--- config.mk ---
export PLATFORM = sky130hd
export DESIGN_NAME = alu_arb_seq
export DESIGN_NICKNAME = d
export VERILOG_FILES = /design/src/rtl/alu_arb_seq.sv
export SDC_FILE = /design/constraint.sdc
export NUM_CORES = 1
export LEC_CHECK = 0
export CAP_MARGIN = 40
export CELL_PAD_IN_SITES_DETAIL_PLACEMENT = 1
export CELL_PAD_IN_SITES_GLOBAL_PLACEMENT = 1
export CORE_MARGIN = 3
export CORE_UTILIZATION = 46
export DETAILED_ROUTE_END_ITERATION = 12
export DONT_BUFFER_PORTS = 1
export PLACE_DENSITY_LB_ADDON = 0.05
export SLEW_MARGIN = 10
export SYNTH_ARGS = -nofsm -noshare
export SYNTH_HDL_FRONTEND = slang
export SYNTH_SLANG_ARGS = --single-unit
--- constraint.sdc ---
create_clock -name clk -period 2.4 [get_ports clk]
set_clock_uncertainty 0.1 [all_clocks]
set_input_delay 0.48 -clock clk [delete_from_list [all_inputs] [get_ports clk]]
set_output_delay 0.48 -clock clk [all_outputs]
set_load 0.005 [all_outputs]
--- src/rtl/alu_arb_seq.sv ---
// Two-port round-robin issue sequencer for the shared combinational ALU.
// Holds the operands for an opcode-dependent settle time, then returns the result over valid/ready.
module alu_arb_seq #(
  parameter int MUL_CYC = 2,
  parameter int DIV_CYC = 4
) (
  input  logic       clk,
  input  logic       rst_n,
  input  logic       req0_valid,
  output logic       req0_ready,
  input  logic [3:0] req0_opc,
  input  logic [7:0] req0_a,
  input  logic [7:0] req0_b,
  input  logic       req1_valid,
  output logic       req1_ready,
  input  logic [3:0] req1_opc,
  input  logic [7:0] req1_a,
  input  logic [7:0] req1_b,
  output logic       rsp_valid,
  input  logic       rsp_ready,
  output logic       rsp_id,
  output logic [3:0] rsp_opc,
  output logic [7:0] rsp_data,
  output logic [7:0] alu_a,
  output logic [7:0] alu_b,
  output logic [3:0] alu_opc,
  input  logic [7:0] alu_out,
  input  logic       clr_halt,
  output logic       halted,
  output logic       busy
);

  localparam logic [3:0] OPC_NOP  = 4'h0;
  localparam logic [3:0] OPC_MUL  = 4'h6;
  localparam logic [3:0] OPC_DIV  = 4'h7;
  localparam logic [3:0] OPC_HALT = 4'hF;

  localparam int LMAX = (MUL_CYC > DIV_CYC) ? MUL_CYC : DIV_CYC;
  localparam int CW   = $clog2(LMAX + 1) + 1;

  typedef enum logic [1:0] {IDLE, EXEC, RESP} state_t;

  typedef struct packed {
    logic [3:0] opc;
    logic [7:0] a;
    logic [7:0] b;
  } req_t;

  state_t        state_q, state_d;
  logic [CW-1:0] cnt_q, cnt_d;
  logic          rr_q, rr_d;
  logic          rsp_valid_q, rsp_valid_d;
  logic          rsp_id_q, rsp_id_d;
  logic [3:0]    rsp_opc_q, rsp_opc_d;
  logic [7:0]    rsp_data_q, rsp_data_d;
  logic [7:0]    alu_a_q, alu_a_d;
  logic [7:0]    alu_b_q, alu_b_d;
  logic [3:0]    alu_opc_q, alu_opc_d;
  logic          halted_q, halted_d;

  req_t [1:0]    req;
  logic [1:0]    vld;
  logic          win, gnt, gnt_id;
  req_t          sel;

  function automatic logic [CW-1:0] lat_m1(input logic [3:0] opc);
    case (opc)
      OPC_MUL: lat_m1 = CW'(MUL_CYC - 1);
      OPC_DIV: lat_m1 = CW'(DIV_CYC - 1);
      default: lat_m1 = '0;
    endcase
  endfunction

  assign req[0] = '{opc: req0_opc, a: req0_a, b: req0_b};
  assign req[1] = '{opc: req1_opc, a: req1_a, b: req1_b};
  assign vld    = {req1_valid, req0_valid};

  // A grant can ride on the response handshake, so RESP->EXEC needs no idle cycle.
  assign win    = rst_n && !halted_q &&
                  ((state_q == IDLE) || ((state_q == RESP) && rsp_ready));
  assign gnt_id = (vld == 2'b11) ? rr_q : vld[1];
  assign gnt    = win && (|vld);
  assign sel    = req[gnt_id];

  assign req0_ready = gnt && !gnt_id;
  assign req1_ready = gnt && gnt_id;

  always_comb begin
    state_d     = state_q;
    cnt_d       = cnt_q;
    rr_d        = rr_q;
    rsp_valid_d = rsp_valid_q;
    rsp_id_d    = rsp_id_q;
    rsp_opc_d   = rsp_opc_q;
    rsp_data_d  = rsp_data_q;
    alu_a_d     = alu_a_q;
    alu_b_d     = alu_b_q;
    alu_opc_d   = alu_opc_q;
    halted_d    = halted_q;

    case (state_q)
      EXEC: begin
        if (cnt_q == '0) begin
          rsp_data_d  = alu_out;
          rsp_opc_d   = alu_opc_q;
          rsp_valid_d = 1'b1;
          state_d     = RESP;
        end else begin
          cnt_d = cnt_q - 1'b1;
        end
      end
      RESP: begin
        if (rsp_ready) begin
          rsp_valid_d = 1'b0;
          state_d     = IDLE;
          if (rsp_opc_q == OPC_HALT) halted_d = 1'b1;
        end
      end
      default: ;
    endcase

    if (gnt) begin
      alu_opc_d = sel.opc;
      alu_a_d   = sel.a;
      alu_b_d   = sel.b;
      rsp_id_d  = gnt_id;
      rr_d      = ~gnt_id;
      cnt_d     = lat_m1(sel.opc);
      state_d   = EXEC;
    end

    if (clr_halt) halted_d = 1'b0;
  end

  always_ff @(posedge clk or negedge rst_n) begin
    if (!rst_n) begin
      state_q     <= IDLE;
      cnt_q       <= '0;
      rr_q        <= 1'b0;
      rsp_valid_q <= 1'b0;
      rsp_id_q    <= 1'b0;
      rsp_opc_q   <= OPC_NOP;
      rsp_data_q  <= '0;
      alu_a_q     <= '0;
      alu_b_q     <= '0;
      alu_opc_q   <= OPC_NOP;
      halted_q    <= 1'b0;
    end else begin
      state_q     <= state_d;
      cnt_q       <= cnt_d;
      rr_q        <= rr_d;
      rsp_valid_q <= rsp_valid_d;
      rsp_id_q    <= rsp_id_d;
      rsp_opc_q   <= rsp_opc_d;
      rsp_data_q  <= rsp_data_d;
      alu_a_q     <= alu_a_d;
      alu_b_q     <= alu_b_d;
      alu_opc_q   <= alu_opc_d;
      halted_q    <= halted_d;
    end
  end

  assign rsp_valid = rsp_valid_q;
  assign rsp_id    = rsp_id_q;
  assign rsp_opc   = rsp_opc_q;
  assign rsp_data  = rsp_data_q;
  assign alu_a     = alu_a_q;
  assign alu_b     = alu_b_q;
  assign alu_opc   = alu_opc_q;
  assign halted    = halted_q;
  assign busy      = (state_q != IDLE);

endmodule

* Word level (Yosys, flattened, before mapping)
Index checks and enable logic that the tools add are counted.
** Word-level totals
- Flip-flop bits (word level) :: 42
- Bits in latches :: 0
- RAM bits :: 0
- Bits in read-only memories :: 0
- Bits of input ports :: 54
- Output and inout port bits :: 38
- Word-level logic and storage cells :: 67
- Memories kept :: 0
** Cells by class
- Add/subtract/negate cells :: 1
- Multipliers :: 0
- Div/mod/pow operators :: 0
- Order comparisons :: 1
- Equal/unequal tests :: 11
- Shift-type cells :: 0
- Muxes and demuxes :: 18
- Bitwise gates (word level) :: 1
- Reduce and logical (&&, ||, !) cells :: 24
** Operators by type and width (number)
- 20-bit two-way mux :: 2
- 4-bit two-way mux :: 3
- 2-bit nonzero test :: 6
- 3-bit AND reduction :: 3
- 4-bit by 3-bit == test with 1-bit output, second input constant :: 2
- 2-bit one-hot mux with 2 select lines :: 2
- 1-bit two-way mux :: 7
- 1-bit logical AND :: 6
- 2-bit two-way mux :: 3
- 2-bit inequality test, second input constant :: 3
- 3-bit inequality test, second input constant :: 2
- 2-bit == test, second input constant :: 2
- 4-bit == test, second input constant :: 1
- 4-bit zero test :: 1
- 2-bit AND reduction :: 2
- 4-bit by 1-bit subtractor with 4-bit output, second input constant :: 1
- 3-bit nonzero test :: 1
- 2-bit by 1-bit == test with 1-bit output, second input constant :: 1
- 1-bit zero test :: 2
- 2-bit zero test :: 1
- 1-bit by 2-bit < comparator with 1-bit output, second input constant :: 1
- 1-bit one-hot mux with 2 select lines :: 1
- 2-bit OR reduction :: 1
- 1-bit logical OR :: 1
- 1-bit NOT :: 1

* Depth between registers and ports, before layout
Gate-level depths: netlist of the first run.
- Depth after elaboration :: 7
- Mapped depth :: 7
- Depth with buffers taken out :: 6

* Least setup slack after synthesis of the first run
OpenSTA, ideal clock, no wires.
- Path type :: register to register
- Start point :: register cnt_q[0]
- End point :: register cnt_q[0]
- Library setup time :: 0.129 ns
- Data arrival time :: 1.491 ns
- Required time :: 2.171 ns
- Path slack :: 0.680 ns
- Cell stages (with the launch flop) :: 8
- Buffers on the path :: 1
- Clock period less this slack :: 1.720 ns
- Path through :: dfrtp_1 inv_1 ha_1 or3b_1 buf_2 and3_2 nor3_1 a21oi_1
** On the way
- Longest elaborated chain between the ends :: 4
- Elaborated cells between the ends (all ways) :: 7
- Classes of those cells :: add/sub (1); eq/ne (1); mux (3); reduce/logical (2)
** Ends and longest elaborated chain
- start: declaration :: line 50 : logic [CW-1:0] cnt_q, cnt_d;
- start signal: assignment :: line 150 : cnt_q <= cnt_d;
- 4-bit by 1-bit subtractor with 4-bit output :: line 109 : cnt_d = cnt_q - 1'b1;
- 4-bit two-way mux :: line 103 : if (cnt_q == '0) begin
- 4-bit two-way mux :: line 101 : case (state_q)
- 4-bit two-way mux :: line 122 : if (gnt) begin
Several ways; a longest one is shown, not always the timed one. The select of a mux whose other input is x is not followed.
A chain may end at the register's enable or synchronous reset.

* Worst setup path in the final report of the first run
- Start point :: register halted_q (netlist: halted)
- End point :: output port req0_ready
** On the way
- Longest elaborated chain between the ends :: 5
** Ends and longest elaborated chain
- start: declaration :: line 59 : logic halted_q, halted_d;
- start signal: assignment :: line 159 : halted_q <= halted_d;
- 1-bit zero test :: line 79 : assign win = rst_n && !halted_q &&
- 1-bit logical AND (2 in series) :: line 79
- 1-bit logical AND :: line 82 : assign gnt = win && (|vld);
- 1-bit logical AND :: line 85 : assign req0_ready = gnt && !gnt_id;
- end: declaration :: line 10 : output logic req0_ready,
Every way passes these cells.

==> impl_metrics.ini, run 1 <==
[outcome]
status = finished, final reports clean

[floorplanning]
num_rows = 22
die_y_um = 70.9
dieArea_um2 = 5030
core_area_um2 = 3850
top_level_ports = 92
initial_core_util_pct = 50.3
die_x_um = 70.9

[global_routing]
grt_pass1_wl_um = 6730
grt_overflow = 0
grt_pass1_vias = 1368
grtUsageTotal_pct = 17.2
antenna_found_initial = 0
grt_max_degree = 44

[worst_setup_path]
rrSetupSlack_ns = 0.54
worstPathArrival_ns = 1.48
cp_cell_sequence = nor2_1, o2111a_1, and2_1
r2r-end = cnt_q[0]
critical_path_buf_inv_count = 0
crit_family = flip-flops
cpPeakStageDelay_ns = 0.42
rr_startpoint = cnt_q[0]
path_class = reg -> out
setup.worst_path.end = req0_ready
crit_required_ns = 1.82
cpMaxStageDelayCell = dfrtp_1
crit_path_end_kind = primary output
crit_cells = 3
r2r_cells = 6
start_kind = flip-flop
path_max_fanout = 7
cp-startpoint = halted

[power_and_ir_drop]
p_leak_nw = 1.03
cellPowerDensity_nw_per_um2 = 1290
vdd_drop_max_mv = 0.634

[routing]
viasPerCell = 5.69
wl_per_cell_um = 18.8
first_pass_iters = 2
dr_total_vias = 1287
ant_nets = 0
first_iter_violations = 54
wl_um = 4260
drc_errors = 0

[clock_network]
htree_levels = 2
cts_tree = built
cts_made_buffers = 5
cts.path.max_buffers = 2
cts_num_sinks = 42
cts.repair.resized = 0
root_buffer = clkbuf_8
clk_pin_slew_ns = 0.08
clkLatencyLatePin_ns = 0.29

[timing]
drv_slew = 0
max_freq_mhz = 487
slew_headroom_pct = 74.5
fin_setup_tns_ns = 0
finalHoldViolCount = 0
rsz0062_at_grt = false
tightest_slew_ns = 0.383
setup_slack_ns = 0.345
period_share_pct = 85.6
setup_viol = 0
min_period_ns = 2.06

[run]
drv_cap = 0

[yosys]
ys_seq_elements = 42
yosys.area.top_type = dfrtp_1
synthTopCellsByCount = dfrtp_1, nand2_1, mux2i_1, o21ai_0, mux2_2
yosys-top-cells-area = dfrtp_1, mux2i_1, mux2_2
ys_seq_area_share_pct = 54.3
netlist.area_leader.share_pct = 54.3
synth_ff_type = dfrtp_1
synth_cell_type_count = 32
ys_warn_count = 0
syn_inst = 173
avgSynthCellArea_um2 = 11.2
async_flop_share_pct = 100
netlist_area_um2 = 1940
syn-num-nets = 229
synth_most_common_cell = dfrtp_1
synth_edf_count = 0

[placement]
pre_cts_slack_ns = 0.559
globalplace.congestion = 0.699
hpwl_um = 3210
portBuffers = 0

[final_layout]
fin_nets = 233
drive_gt1_share_pct = 16.9
antenna_cells = 0
post-route-util_pct = 55.4
syn2layout_area_growth_pct = 10.1

[min_path]
hold_path_class = in -> reg
==> through the flow <==
step           total power [mW]  hold WS (ns)  std cells  instance area, µm²
2_1_floorplan              1.90        0.0844        173                1940
3_3_place_gp               2.02        0.0854        216                1970
3_5_place_dp               2.11        0.0855        216                1970
4_1_cts                    2.80         0.135        226                2130
5_1_grt                    2.96         0.142        226                2130
6_report                   2.74         0.150        226                2130
==> registers in the layout (all words and copies together), names as in the netlist <==
signal and count:
alu_b 8, rsp_data 8, cnt_q 4, rsp_opc 4
state_q 2, halted 1, rsp_valid 1, alu_a 8
rsp_id 1, rr_q 1, alu_opc 4
==> cells by family after synthesis <==
logic type,Yosys count,synth area share (%)
simple gates,48,11.6
fa+ha+maj,2,1.29
compound gates,32,9.95
buf+inv,14,4.13
flops,42,54.3
mux,33,17.8
xor+xnor,2,0.905
==> power by group <==
group          switching [mW]  internal (mW)
Sequential              0.289           1.04
Clock                   0.248          0.417
Combinational           0.391          0.361
Total                   0.928           1.82
==> worst min path at each step <==
stage                   from          end  slack [ns]  cells past startpoint
floorplan              rst_n     alu_a[0]        0.08                      0
global placement       rst_n  rsp_data[2]        0.09                      0
detailed placement     rst_n  rsp_data[0]        0.09                      0
CTS                 clr_halt       halted        0.14                      1
global route        clr_halt       halted        0.14                      1
finish              clr_halt       halted        0.15                      1
==> cell type report <==
type,count,area [µm²]
multi-input combinational,117,806
inverter,5,18.8
sequential,42,1050
timing repair buffer,6,60.1
fill,420,1720
clock inverter,3,68.8
clock buffer,5,68.8
tap,48,60.1
==> routing by layer <==
layer	global-route usage [%]	up-vias	wire length, µm
met3	7.95	5	483
met1	19.9	614	1600
met4	4.38	0	35
li1	-	601	-
met2	28.9	67	2140
met5	0	-	0
==> cell usage in the layout (no fill, tap or decap), drive strengths merged <==
cell type     n
mux2i        21
buf           5
nand3b        1
a21oi         4
or2           1
a311o         1
nor3          2
clkinv        1
bufinv        2
nand2        25
dfrtp        42
and3          1
and2          1
ha            2
and2b         1
xor2          2
o2111ai       1
inv           5
nand4         1
nor2         10
nand2b        1
mux2         12
nand3         3
a21o          1
o21ai        22
or3b          1
dlygate4sd3   1
o31ai         1
o21a          1
clkbuf        5
o2111a        1
==> what timing repair did <==
action	in CTS	in global routing
hold buffers	2	0
buffers inserted	0	0
endpoints found under the hold margin	42	0
Power figures use the tool's default switching activity.
==> inputs of run 2 (changes only) <==
Settings changed: CORE_ASPECT_RATIO from default to 1.75.
==> run 2 against run 1 <==
Net effect:
- routed wire length up 3.4%
- first-iteration DRC count fell by 56%
- critical path depth stayed put
- non-clock buffer count shrank 2
- fmax increased by 2.2%
- sequential power is essentially flat
- final cell count down 0.88%
- critical path type unchanged
- largest power group unchanged
==> impl_metrics.ini, run 2 (synthesis results as in run 1) <==
[outcome]
status = finished, final reports clean

[worst_setup_path]
path_class = reg -> out
setup.worst_path.end = req0_ready
cp-startpoint = halted
path_max_fanout = 7
r2r_cells = 6
rrSetupSlack_ns = 0.51
r2r-end = cnt_q[0]
worstPathArrival_ns = 1.43
crit_required_ns = 1.82
start_kind = flip-flop
rr_startpoint = cnt_q[0]
crit_path_end_kind = primary output

[global_routing]
antenna_found_initial = 0
grt_pass1_wl_um = 6960
grtUsageTotal_pct = 19.1
grt_overflow = 0
grt_pass1_vias = 1443
grt_max_degree = 44

[placement]
globalplace.congestion = 0.653
place_inst = 214
pre_cts_slack_ns = 0.545
hpwl_um = 3330
place_area_um2 = 1950
portBuffers = 0

[clock_network]
clk_pin_slew_ns = 0.08
hold_buffers = 2
htree_levels = 2
cts_made_buffers = 5
post_cts_buffers = 0
cts.repair.resized = 0
clkLatencyLatePin_ns = 0.29
cts_num_sinks = 42
cts_tree = built
root_buffer = clkbuf_8
cts.path.max_buffers = 2

[timing]
finalHoldViolCount = 0
period_share_pct = 83.8
setup_viol = 0
min_period_ns = 2.01
drv_slew = 0
tightest_slew_ns = 0.379
setup_slack_ns = 0.388
rsz0062_at_grt = false
max_freq_mhz = 497
slew_headroom_pct = 74.7
fin_setup_tns_ns = 0

[routing]
first_iter_violations = 24
wl_met3_um = 346
drc_errors = 0
viasPerCell = 5.65
wl_um = 4400
wl_met1_um = 1540
wl_per_cell_um = 19.7
dr_total_vias = 1265
ant_nets = 0
routed.top_layer = met4
dr_wl_met2_um = 2440
first_pass_iters = 2

[floorplanning]
top_level_ports = 92
num_rows = 30
die_x_um = 55.1
die_y_um = 91.8
initial_core_util_pct = 48.7
dieArea_um2 = 5060
core_area_um2 = 3980

[run]
drv_cap = 0

[power_and_ir_drop]
power_mw = 2.63
cellPowerDensity_nw_per_um2 = 1260
p_leak_nw = 1.01
vdd_drop_max_mv = 0.599

[final_layout]
drive_gt1_share_pct = 15.9
antenna_cells = 0
layout_commonest_cell = dfrtp_1
most-common-layout-cells = dfrtp_1, nand2_1, mux2i_1, o21ai_0, mux2_2
stdcell_count = 224
fin_area_um2 = 2090
syn2layout_area_growth_pct = 7.88
fin_nets = 231
fill_cells = 450

[min_path]
hold_path_class = in -> reg
## run 2: changes by cell type in the layout (fill, tap and decap cells not counted)
cell / before / now
clkinv_4: 1 / 0
buf_4: 4 / 2
bufinv_16: 2 / 1
clkinv_2: 0 / 2
## run 2: how the worst min path moves through the flow
| stage | from | endpoint | cells past startpoint |
|---|---|---|---|
| 2_1_floorplan | rst_n | alu_a[0] | 0 |
| 3_3_place_gp | rst_n | rsp_data[7] | 0 |
| 3_5_place_dp | rst_n | rsp_data[5] | 0 |
| 4_1_cts | clr_halt | halted | 1 |
| 5_1_grt | clr_halt | halted | 1 |
| 6_report | clr_halt | halted | 1 |
## run 2: layer usage
layer / track usage, % / up-vias
met2: 32.7 / 50
met3: 5.85 / 6
met1: 21.0 / 615
met5: 0 / -
met4: 7.30 / 0
li1: - / 594
## run 2: area by class of cell
| type | instances | area [µm²] | share of cell area, % |
|---|---|---|---|
| flip-flops and latches | 42 | 1050 | 50.3 |
| multi-input cells | 117 | 806 | 38.6 |
| clock buffers | 5 | 68.8 | 3.29 |
| well taps | 48 | 60.1 | 2.87 |
| repair buffers | 4 | 45.0 | 2.16 |
| clock inverters | 3 | 40.0 | 1.92 |
| inverters | 5 | 18.8 | 0.898 |
## run 2: per-stage QoR
step	util (%)	hold slack, ns
finish	52.5	0.140
global route	52.5	0.120
CTS	52.5	0.134
detailed placement	49.0	0.0855
global placement	49.0	0.0854
floorplan	-	0.0844
## run 2: report_power, final
group | leakage, nW | total [mW] | internal, mW | switching (mW)
combinational | 0.435 | 0.752 | 0.355 | 0.397
clock | 0.0579 | 0.544 | 0.306 | 0.238
sequential | 0.516 | 1.33 | 1.04 | 0.294
## run 2: critical path, cell delays in order (launching register included)
cell and delay, ns:
dfrtp_1 0.41, nor2_1 0.18, o2111a_1 0.36, and2_1 0.19
==> inputs of run 3 (changes only) <==
Settings changed: CORE_UTILIZATION 46 to 41.
Clock period 2.4 ns to 1.78 ns, I/O delays scaled along.
==> run 3 against run 2 <==
Net effect:
- power is 38% higher
- largest power group unchanged
- critical path type is now reg -> reg
- first-iteration DRC count is 25% lower
- final area is 3.5% higher
- critical endpoint is now cnt_q[0]
- routed wire length is 0.55% higher
- hold slack worse by 0.12 ns
- clock power is 34% higher
- sequential share of layout area is 1.7 points lower
==> impl_metrics.ini, run 3 (synthesis results as in run 1) <==
[outcome]
status = finished, final reports clean

[worst_setup_path]
worstPathArrival_ns = 1.79
r2r-end = cnt_q[0]
crit_required_ns = 1.85
crit_path_end_kind = flip-flop
path_max_fanout = 6
start_kind = flip-flop
rrSetupSlack_ns = 0.06
cp_cell_sequence = inv_2, ha_2, or3b_4, and3_2, nor3_2, a21oi_1
cpPeakStageDelay_ns = 0.42
path_class = reg -> reg
r2r_cells = 6
cpMaxStageDelayCell = or3b_4
rr_startpoint = cnt_q[0]
cp-startpoint = cnt_q[0]

[final_layout]
most-common-layout-cells = dfrtp_1, nand2_1, mux2i_1, o21ai_0, mux2_2
fin_area_um2 = 2160
fin_nets = 235
fill_cells = 512
drive_gt1_share_pct = 21.1
syn2layout_area_growth_pct = 11.7
antenna_cells = 0
layout_commonest_cell = dfrtp_1

[floorplanning]
die_y_um = 96.9
top_level_ports = 92
num_rows = 32
dieArea_um2 = 5620
initial_core_util_pct = 43.2
core_area_um2 = 4480
die_x_um = 58.0

[min_path]
hold_path_class = in -> reg
hold_depth = 1
holdPathEnd = halted
hold_path.startpoint = clr_halt

[timing]
period_share_pct = 96.4
min_period_ns = 1.72
setup_viol = 0
rsz0062_at_grt = false
drv_slew = 0
slew_headroom_pct = 78.1
finalHoldViolCount = 0
tightest_slew_ns = 0.319
fin_setup_tns_ns = 0
max_freq_mhz = 582

[power_and_ir_drop]
vdd_drop_max_mv = 0.765
p_leak_nw = 1.04
cellPowerDensity_nw_per_um2 = 1680

[routing]
drc_errors = 0
wl_per_cell_um = 19.2
viasPerCell = 5.63
ant_nets = 0
first_iter_violations = 18
first_pass_iters = 4
dr_total_vias = 1301
wl_um = 4430

[global_routing]
grtUsageTotal_pct = 16.9
grt_pass1_vias = 1482
grt_overflow = 0
grt_max_degree = 43
antenna_found_initial = 0
grt_pass1_wl_um = 7310

[run]
drv_cap = 0

[clock_network]
cts.path.max_buffers = 2
root_buffer = clkbuf_8
cts_tree = built
clk_pin_slew_ns = 0.08
cts_num_sinks = 42
htree_levels = 2
clkLatencyLatePin_ns = 0.29
cts_made_buffers = 5

[placement]
globalplace.congestion = 0.665
hpwl_um = 3400
portBuffers = 0
place_area_um2 = 1990
-- run 3: power by group --
part	switching [mW]	internal (mW)
registers	0.391	1.40
clock network	0.318	0.413
logic	0.570	0.547
total	1.28	2.36
-- run 3: worst max-delay path by stage --
stage,end,slack (ns),depth (start not counted)
final,cnt_q[0],0.06,6
after global routing,cnt_q[0],0.008,6
after CTS,req1_ready,0.001,3
after detailed placement,cnt_q[0],-0.07,6
after global placement,cnt_q[0],0.10,6
after floorplan,cnt_q[0],0.06,7
-- run 3: cell type report --
type | instances | area [µm²] | share of cell area [%]
tap | 51 | 63.8 | 2.95
inverter | 5 | 18.8 | 0.868
clock inverter | 3 | 40.0 | 1.85
sequential | 42 | 1050 | 48.6
multi-input combinational | 117 | 833 | 38.5
timing repair buffer | 8 | 87.6 | 4.05
clock buffer | 5 | 68.8 | 3.18
-- run 3: worst max-delay path, delay by kind of cell, from the launching register on --
family / cells / cell delay [ns]
buf+inv: 1 / 0.09
flops: 1 / 0.40
compound gates: 1 / 0.07
fa+ha+maj: 1 / 0.18
simple gates: 3 / 0.76
-- run 3: routing by layer --
| metal | track usage, % | vias to the layer above | part of all wire [%] |
|---|---|---|---|
| met5 | 0 | - | 0 |
| met4 | 5.89 | 0 | 1.4 |
| met3 | 4.14 | 6 | 7.3 |
| met2 | 30.8 | 52 | 58 |
| met1 | 18.0 | 641 | 33 |
| li1 | - | 602 | - |
-- run 3: timing repair --
item,4_1_cts,5_1_grt
cloned,0,0
endpoints found under the setup margin,3,4
hold buffers,2,0
gates resized for setup,5,3
pin swaps,1,1
hold endpoints to repair,42,0
setup buffers,0,1
-- run 3: per-stage QoR --
step / cells / utilization [%] / worst slack (ns) / hold slack, ns / total power, mW
global route: 231 / 48.2 / 0.00819 / 0.0105 / 3.94
detailed placement: 220 / 44.4 / -0.0692 / -0.0387 / 2.88
CTS: 230 / 47.7 / 0.00125 / 0.00979 / 3.68
finish: 231 / 48.2 / 0.0632 / 0.0202 / 3.64
floorplan: 173 / - / 0.0598 / -0.0396 / 2.57
global placement: 220 / 44.4 / 0.103 / -0.0387 / 2.75
